## src/rtl/cam_tx_sim.sv

```systemverilog
// DVP camera-sensor emulator: drives pclk/vsync/href and RGB565 bytes (high byte
// first) from built-in test patterns or an external frame-memory read port.
module cam_tx_sim #(
    parameter int H_PIXELS    = 160,
    parameter int V_LINES     = 120,
    parameter int VSYNC_LINES = 3,
    parameter int VBP_LINES   = 17,
    parameter int VFP_LINES   = 10,
    parameter int HBLANK      = 144,
    parameter int PCLK_DIV    = 2,
    parameter int ADDR_W      = 15
) (
    input  logic              clk_pll,
    input  logic              rst,
    input  logic              enable,
    input  logic [1:0]        pattern_sel,
    input  logic [15:0]       pattern_const,
    input  logic [15:0]       pix_data,
    output logic              pclk,
    output logic              vsync,
    output logic              href,
    output logic [7:0]        data_out,
    output logic [ADDR_W-1:0] pix_addr,
    output logic              frame_start,
    output logic              busy,
    output logic [15:0]       frame_count
);

    localparam int L     = 2*H_PIXELS + HBLANK;
    localparam int COL_W = $clog2(L);
    localparam int DIV_W = (PCLK_DIV > 1) ? $clog2(PCLK_DIV) : 1;
    localparam int BAR_W = H_PIXELS / 8;

    typedef enum logic [2:0] {IDLE, VSYNC, VBP, ACTIVE, VFP} state_t;

    state_t           state, state_n;
    logic [COL_W-1:0] col, col_n;
    logic [15:0]      line, line_n;
    logic [DIV_W-1:0] div_cnt;
    logic             fall_tick, last_line, href_n, enter_vsync;
    logic             prefetch_first, prefetch_next;
    logic [1:0]       pat_sel;
    logic [15:0]      pat_const, bar_word;
    logic [7:0]       byte1_hold, byte_n;
    logic [2:0]       bar_idx;

    assign fall_tick = pclk && (div_cnt == DIV_W'(PCLK_DIV - 1));

    // Position of the pclk period that starts on the next fall tick.
    always_comb begin
        state_n   = state;
        col_n     = col;
        line_n    = line;
        last_line = 1'b0;
        case (state)
            VSYNC:   last_line = (line == 16'(VSYNC_LINES - 1));
            VBP:     last_line = (line == 16'(VBP_LINES - 1));
            ACTIVE:  last_line = (line == 16'(V_LINES - 1));
            VFP:     last_line = (line == 16'(VFP_LINES - 1));
            default: last_line = 1'b0;
        endcase
        if (state == IDLE) begin
            if (enable) state_n = VSYNC;
        end else if (col == COL_W'(L - 1)) begin
            col_n = '0;
            if (last_line) begin
                line_n = '0;
                case (state)
                    VSYNC:   state_n = VBP;
                    VBP:     state_n = ACTIVE;
                    ACTIVE:  state_n = VFP;
                    default: state_n = enable ? VSYNC : IDLE;
                endcase
            end else begin
                line_n = line + 16'd1;
            end
        end else begin
            col_n = col + COL_W'(1);
        end
    end

    always_comb begin
        enter_vsync = (state_n == VSYNC) && (state != VSYNC);
        href_n      = (state_n == ACTIVE) && (col_n < COL_W'(2*H_PIXELS));
        bar_idx     = 3'((int'(col_n) / 2) / BAR_W);
        case (bar_idx)
            3'd0:    bar_word = 16'hFFFF;
            3'd1:    bar_word = 16'hFFE0;
            3'd2:    bar_word = 16'h07FF;
            3'd3:    bar_word = 16'h07E0;
            3'd4:    bar_word = 16'hF81F;
            3'd5:    bar_word = 16'hF800;
            3'd6:    bar_word = 16'h001F;
            default: bar_word = 16'h0000;
        endcase
        byte_n = 8'h00;
        if (href_n) begin
            case (pat_sel)
                2'd0:    byte_n = 8'(col_n);
                2'd1:    byte_n = col_n[0] ? bar_word[7:0] : bar_word[15:8];
                2'd2:    byte_n = col_n[0] ? byte1_hold : pix_data[15:8];
                default: byte_n = col_n[0] ? pat_const[7:0] : pat_const[15:8];
            endcase
        end
        // Address goes out one pclk before byte0: odd columns inside the line,
        // and the last blank column of the preceding line for pixel 0.
        prefetch_first = (state_n == VBP) && (line_n == 16'(VBP_LINES - 1)) &&
                         (col_n == COL_W'(L - 1));
        prefetch_next  = (state_n == ACTIVE) &&
                         (((col_n == COL_W'(L - 1)) && (line_n != 16'(V_LINES - 1))) ||
                          (col_n[0] && (col_n < COL_W'(2*H_PIXELS - 1))));
    end

    always_ff @(posedge clk_pll or negedge rst) begin
        if (!rst) begin
            state       <= IDLE;
            col         <= '0;
            line        <= '0;
            div_cnt     <= '0;
            pclk        <= 1'b0;
            vsync       <= 1'b0;
            href        <= 1'b0;
            data_out    <= 8'h00;
            pix_addr    <= '0;
            frame_start <= 1'b0;
            busy        <= 1'b0;
            frame_count <= 16'h0000;
            pat_sel     <= 2'd0;
            pat_const   <= 16'h0000;
            byte1_hold  <= 8'h00;
        end else begin
            frame_start <= 1'b0;
            if (div_cnt == DIV_W'(PCLK_DIV - 1)) begin
                div_cnt <= '0;
                pclk    <= ~pclk;
            end else begin
                div_cnt <= div_cnt + DIV_W'(1);
            end
            if (fall_tick) begin
                state    <= state_n;
                col      <= col_n;
                line     <= line_n;
                vsync    <= (state_n == VSYNC);
                href     <= href_n;
                data_out <= byte_n;
                busy     <= (state_n != IDLE);
                if (enter_vsync) begin
                    frame_start <= 1'b1;
                    pat_sel     <= pattern_sel;
                    pat_const   <= pattern_const;
                end
                if ((state == VFP) && (state_n != VFP))
                    frame_count <= frame_count + 16'd1;
                if (href_n && !col_n[0])
                    byte1_hold <= pix_data[7:0];
                if (prefetch_first)
                    pix_addr <= '0;
                else if (prefetch_next)
                    pix_addr <= pix_addr + ADDR_W'(1);
            end
        end
    end

endmodule
```

## config.mk

```make
export PLATFORM = sky130hd
export DESIGN_NAME = cam_tx_sim
export DESIGN_NICKNAME = d
export VERILOG_FILES = /design/src/rtl/cam_tx_sim.sv
export SDC_FILE = /design/constraint.sdc
export NUM_CORES = 1
export LEC_CHECK = 0
export BUFFER_PORTS_ARGS = -buffer_cell sky130_fd_sc_hd__buf_4
export CAP_MARGIN = 20
export CORE_MARGIN = 1.5
export CORE_UTILIZATION = 55
export DETAILED_ROUTE_END_ITERATION = 8
export GPL_ROUTABILITY_DRIVEN = 0
export HOLD_SLACK_MARGIN = 0.08
export PLACE_DENSITY = 0.84
export RECOVER_POWER = 100
export SLEW_MARGIN = 5
export SYNTH_ARGS = -nofsm -noshare
export SYNTH_HDL_FRONTEND = slang
export SYNTH_SLANG_ARGS = --single-unit
```

## constraint.sdc

```tcl
create_clock -name clk_pll -period 4 [get_ports clk_pll]
set_input_delay 0.4 -clock clk_pll [delete_from_list [all_inputs] [get_ports clk_pll]]
set_output_delay 0.4 -clock clk_pll [all_outputs]
set_load 0.02 [all_outputs]
```

# --- After elaboration in Yosys (flattened, before gate mapping) ---
# Index checks and enable logic that the tools add are counted.
classes:
  n_addsub: 5
  n_eq_ne: 25
  muxes: 23
  n_reduce_logical: 21
  magnitude_cmp: 2
  n_div: 1
  bitwise: 1
ops:
  columns: ["cell", "n"]
  rows:
  - ["$pmux 16 s7", 1]
  - ["$mux 16", 3]
  - ["$add 16x1->16 const B", 2]
  - ["$div 9x6->32 const B", 1]
  - ["$eq 16x5->1 const B", 2]
  - ["$mux 8", 4]
  - ["$mux 15", 2]
  - ["$pmux 8 s3", 1]
  - ["$eq 3x2->1 const B", 6]
  - ["$eq 9x9->1 const B", 2]
  - ["$lt 9x9->1 const B", 2]
  - ["$mux 9", 2]
  - ["$eq 16x2->1 const B", 1]
  - ["$eq 16x4->1 const B", 1]
  - ["$eq 16x7->1 const B", 1]
  - ["$ne 16x7->1 const B", 1]
  - ["$add 15x1->15 const B", 1]
  - ["$eq 3x3->1 const B", 4]
  - ["$mux 3", 4]
  - ["$logic_and 1x1->1", 10]
  - ["$add 9x1->9 const B", 1]
  - ["$eq 3x1->1 const B", 3]
  - ["$pmux 3 s3", 1]
  - ["$reduce_and 2->1", 4]
  - ["14 further kinds", 18]
totals:
  output_inout_bits: 44
  register_bits: 99
  elab_cells: 93

# --- Longest topological paths before layout ---
depth:
  depth_word: 11
  depth_mapped: 18
  mapped_depth_nobuf: 15

# --- Worst setup path before layout ---
# Ideal clock, no wire load.
synth_timing:
  path_type: "register -> register"
  start: "register state[1]"
  end: "register data_out[2]"
  path_slack_ns: 0.336
  setup_ns: 0.088
  arrival_ns: 3.575
  stages_incl_launch_ff: 18
  path_buffers: 4
  required_time_ns: 3.912
  cell_sequence: "dfrtp_1 > buf_6 > or3_1 > buf_6 > and4_4 > or3_1 > buf_6 > nand2_1 > ha_1 > nor2b_1 > clkbuf_1 > inv_1 > mux2_2 > a311oi_1 > nand4b_1 > a311oi_1 > nand2_1 > a41oi_1"
synth_between:
  elab_chain_cells: 8
  word_cells_on_any_way: 29
synth_rtl:
  columns: ["element", "line", "source"]
  rows:
  - ["start: declaration", "36", "state_t state, state_n;"]
  - ["start signal: assignment", "140", "state <= state_n;"]
  - ["$logic_not 3->1 (tied with other cells)", "62", "if (state == IDLE) begin"]
  - ["$mux 9 (tied with other cells)", "62", null]
  - ["$div 9x6->32 / $mux 3 (equally long branches)", "85, 66", null]
  - ["$eq 3x3->1 (tied with other cells)", "86", "case (bar_idx)"]
  - ["$pmux 16 s7 / $mux 3 (equally long branches)", "86, 62", null]
  - ["$mux 8 / $eq 3x2->1 (equally long branches)", "100, 84", null]
  - ["$pmux 8 s3 / $logic_and 1x1->1 (equally long branches)", "98, 84", null]
  - ["$mux 8 (*)", "97", "if (href_n) begin"]
  - ["end signal: assignment", "145", "data_out <= byte_n;"]
  - ["end: declaration", "22", "output logic [7:0] data_out,"]
# Mark *: on every way between the ends. The rest lies on a longest branch, timed or not.
# A chain may end at the register's enable or synchronous reset.

# --- Worst setup path after layout ---
layout_timing:
  start: "register state[2]"
  end: "register pix_addr[6]"
layout_between:
  elab_chain_cells: 11
  word_cells_on_any_way: 30
layout_rtl:
  columns: ["element", "line", "source"]
  rows:
  - ["$eq 3x3->1 (tied with other cells)", "55", "case (state)"]
  - ["$pmux 1 s4", "55", null]
  - ["$mux 16", "66", "if (last_line) begin"]
  - ["$mux 16", "64", "end else if (col == COL_W'(L - 1)) begin"]
  - ["$mux 16", "62", null]
  - ["$ne 16x7->1", "110", "(((col_n == COL_W'(L - 1)) && (line_n != 16'(V_LINES - 1))) ||"]
  - ["$logic_and 1x1->1", "110", null]
  - ["$logic_or 1x1->1", "110", null]
  - ["$logic_and 1x1->1", "109", "prefetch_next = (state_n == ACTIVE) &&"]
  - ["$reduce_bool 2->1 (no line)", null, null]
  - ["$reduce_and 2->1 (no line)", null, null]
  - ["end signal: assignment", "159", "pix_addr <= pix_addr + ADDR_W'(1);"]
  - ["end: declaration", "23", "output logic [ADDR_W-1:0] pix_addr,"]
# Several ways; a longest one is shown, not always the timed one.

==> results.sh <==
export IMPL_synth_commonest_cells="dfrtp_1 (99), nand2_1 (95), nor2_1 (45)"
export IMPL_synth_adder_area_share_pct=1.30
export IMPL_synth_top_cell_by_area="dfrtp_1"
export IMPL_worstSetupPathType="reg2reg"
export IMPL_post_cts_buffers=0
export IMPL_synth_simple_area_share_pct=24.0
export IMPL_vias=5709
export IMPL_final_hold_viol_count=0
export IMPL_antenna_found_initial=0
export IMPL_muxShareOfSynthArea_pct=8.34
export IMPL_synthCells=700
export IMPL_grt_usage_pct=26.6
export IMPL_cpPeakStageDelay_ps=500
export IMPL_synth_area_top_cells="dfrtp_1 (39%), mux2_2 (5.9%), nand2_1 (5.6%), o21ai_0 (3.2%), xnor2_1 (3.0%)"
export IMPL_tritoncts="built"
export IMPL_overflow=0
export IMPL_drc=0
export IMPL_path_common_cell="clkbuf_1"
export IMPL_cts_buffers=9
export IMPL_rsz0062_at_grt="no"
export IMPL_io_pins=81
export IMPL_post_route_period_util_pct=92.1
export IMPL_clk_pin_slew_worst_paths_ps=80
export IMPL_syn_area_sq_mm=0.00635
export IMPL_synth_compound_area_share_pct=17.7
export IMPL_cp_start_kind="flip-flop"
export IMPL_die_h_um=110
export IMPL_violations="max-capacitance violations, max-slew violations"
export IMPL_die_x_um=110
export IMPL_synthArstFlopShare_pct=100
export IMPL_cap_violations=1
export IMPL_cp_buffers_inverters=3
export IMPL_diodes=0
export IMPL_rows=39
export IMPL_coreArea_sq_mm=0.0113
export IMPL_maxSlewHeadroom_pct=-3.08
export IMPL_worst_setup_path_end_kind="flip-flop"
export IMPL_syn_nets=742
export IMPL_tightest_slew_ps=1550
export IMPL_clock_path_buffers=2
export IMPL_yosysMostFrequentCell="dfrtp_1"
export IMPL_power_leakage_nw=3.16
export IMPL_nNetsFinal=805
export IMPL_yosysWarnings=0
export IMPL_crit_arrival_ps=3990
export IMPL_fin_ws_ps=316
export IMPL_synth_top_area_share_pct=39.0
export IMPL_grt_max_degree=79
export IMPL_area_delta_synth_final_pct=13.3
export IMPL_tns_ps=0
export IMPL_wire_per_inst_um=17.3
export IMPL_period_minus_slack_ps=3680
export IMPL_critPathTopFamily="simple AND/OR/NAND/NOR gates"
export IMPL_synth_xor_area_share_pct=4.83
export IMPL_start_util_pct=56.1
export IMPL_wl_um=15800
export IMPL_dr_pass1_iters=5
export IMPL_crit_chain="clkbuf_1, xnor2_1, or3_1, a211o_1, nor3_1, clkbuf_1, nor4_1, nand4_1, a41oi_1, buf_4, or4b_1, nand2_1"
export IMPL_slew_viol_final=30
export IMPL_ctsHtreeMaxLevel=3
export IMPL_cp_data_required_time_ps=4300
export IMPL_first_iter_violations=458
export IMPL_synth_cell_type_count=78
export IMPL_clk_insertion_delay_late_ps=360
export IMPL_hold_path_class="in2reg"
export IMPL_status="finished with violations"
export IMPL_cts_root_buf="clkbuf_16"
export IMPL_cts_sinks=99
export IMPL_grt_pass1_vias=5480
export IMPL_dieArea_sq_mm=0.0122
export IMPL_synth_top_family_by_area="simple AND/OR/NAND/NOR gates"
export IMPL_critPathSlowestCell="or4b_1"
export IMPL_synth_enable_flop_cells=0
export IMPL_clock_fmax_ghz=0.271
export IMPL_synth_ff_latch_count=99
export IMPL_vias_per_cell=6.27
export IMPL_ant_nets=0
export IMPL_drive_above_1_share_pct=16.3
export IMPL_dp_hpwl_um=10900
export IMPL_setup_viol=0
export IMPL_io_buffers=80
export IMPL_cp_max_fo=11
export IMPL_dp_slack_ps=287
export IMPL_p_per_area_mw_per_mm2=279
export IMPL_skew_ps=11.1
export IMPL_avgSynthCellArea_sq_um=9.07
export IMPL_synthFlopType="dfrtp_1"
export IMPL_seq_area_frac_synth_pct=39.0
export IMPL_rrSetupSlack_ps=320
export IMPL_grt_pass1_wl_um=26700
export IMPL_ir_worst_vdd_mv=0.254
-- registers in the layout, indices dropped and copies added (netlist names), 2 cells and up --
register,flops
state,3
data_out,8
frame_count,16
pat_sel,2
pix_addr,15
pat_const,16
line,16
byte1_hold,8
col,9
-- logic make-up after synthesis --
kind of cell,after synthesis
buffers and inverters,67
DFF,99
adders and majority gates,7
AOI/OAI and AO/OA,164
muxes,45
and+or+nand+nor,283
xor gates and xnor gates,35
-- worst paths after layout --
check / from / endpoint / cells after the start
min in group asynchronous: rst / col[5] / 2
worst max register to register: state[2] / pix_addr[6] / 12
worst max-delay path: state[2] / pix_addr[6] / 12
max in group asynchronous: rst / byte1_hold[2] / 4
worst min-delay path: pix_data[0] / byte1_hold[0] / 2
worst min register to register: busy / busy / 2
-- area by class of cell --
| type | instances | area [sq um] |
|---|---|---|
| inverter | 15 | 56.3 |
| multi-input combinational | 534 | 3570 |
| sequential | 99 | 2480 |
| clock inverter | 7 | 93.8 |
| tap | 143 | 179 |
| clock buffer | 9 | 225 |
| timing repair buffer | 104 | 588 |
| fill | 937 | 4130 |
-- routing by layer --
| layer | vias to the layer above | GRT usage [%] | routed length [um] | share of wire (%) |
|---|---|---|---|---|
| li1 | 2696 | - | - | - |
| met1 | 2750 | 36.0 | 6890 | 44 |
| met2 | 226 | 41.5 | 7480 | 47 |
| met3 | 37 | 5.38 | 1040 | 6.6 |
| met4 | 0 | 11.5 | 381 | 2.4 |
| met5 | - | 0 | 0 | 0 |
-- layout by cell type (no fill, tap or decap), types with 7 or more instances in the layout --
cell type and n:
nand2_1 95, mux2_2 33, dfrtp_1 99, o21ai_0 41, a21oi_1 23, mux2i_1 9
nor4_1 7, buf_4 50, nor3_1 18, clkbuf_16 9, inv_1 14, xnor2_1 22
a31oi_1 10, and3_1 9, xor2_1 13, a211oi_1 7, and2_1 7, nor2_1 45
nor2b_1 7, o31ai_1 12, nand3_1 28, clkbuf_1 50, o211ai_1 13, nand4_1 10
-- worst register-to-register path: cells and delay by family (launching register included) --
kind                   cells  cell delay, ps
buffers and inverters      3             910
XOR/XNOR                   1             130
AO/OA/AOI/OAI              2             560
AND/OR/NAND/NOR            6            1560
flip-flops                 1             450
-- timing repair --
item	CTS	global route
endpoints found under the setup margin	0	8
endpoints found under the hold margin	0	28
resized for setup	0	2
hold buffers	0	1
-- power breakdown --
group          internal [mW]  switching, mW
registers               1.00        0.00215
logic                 0.0284         0.0285
clock network          0.504          0.442
total                   1.54          0.473
-- metrics by stage --
stage / area, sq um / hold slack [ps] / total power, mW / util (%) / instances
CTS: 7360 / 244 / 2.02 / 65.1 / 909
global placement: 7050 / 460 / 1.08 / 62.2 / 893
floorplan: 6350 / 104 / 1.03 / - / 700
finish: 7190 / 263 / 2.01 / 63.5 / 911
detailed placement: 7050 / 474 / 1.08 / 62.2 / 893
global route: 7190 / 261 / 2.06 / 63.5 / 911
No activity file was read; power rests on OpenSTA's default activity.
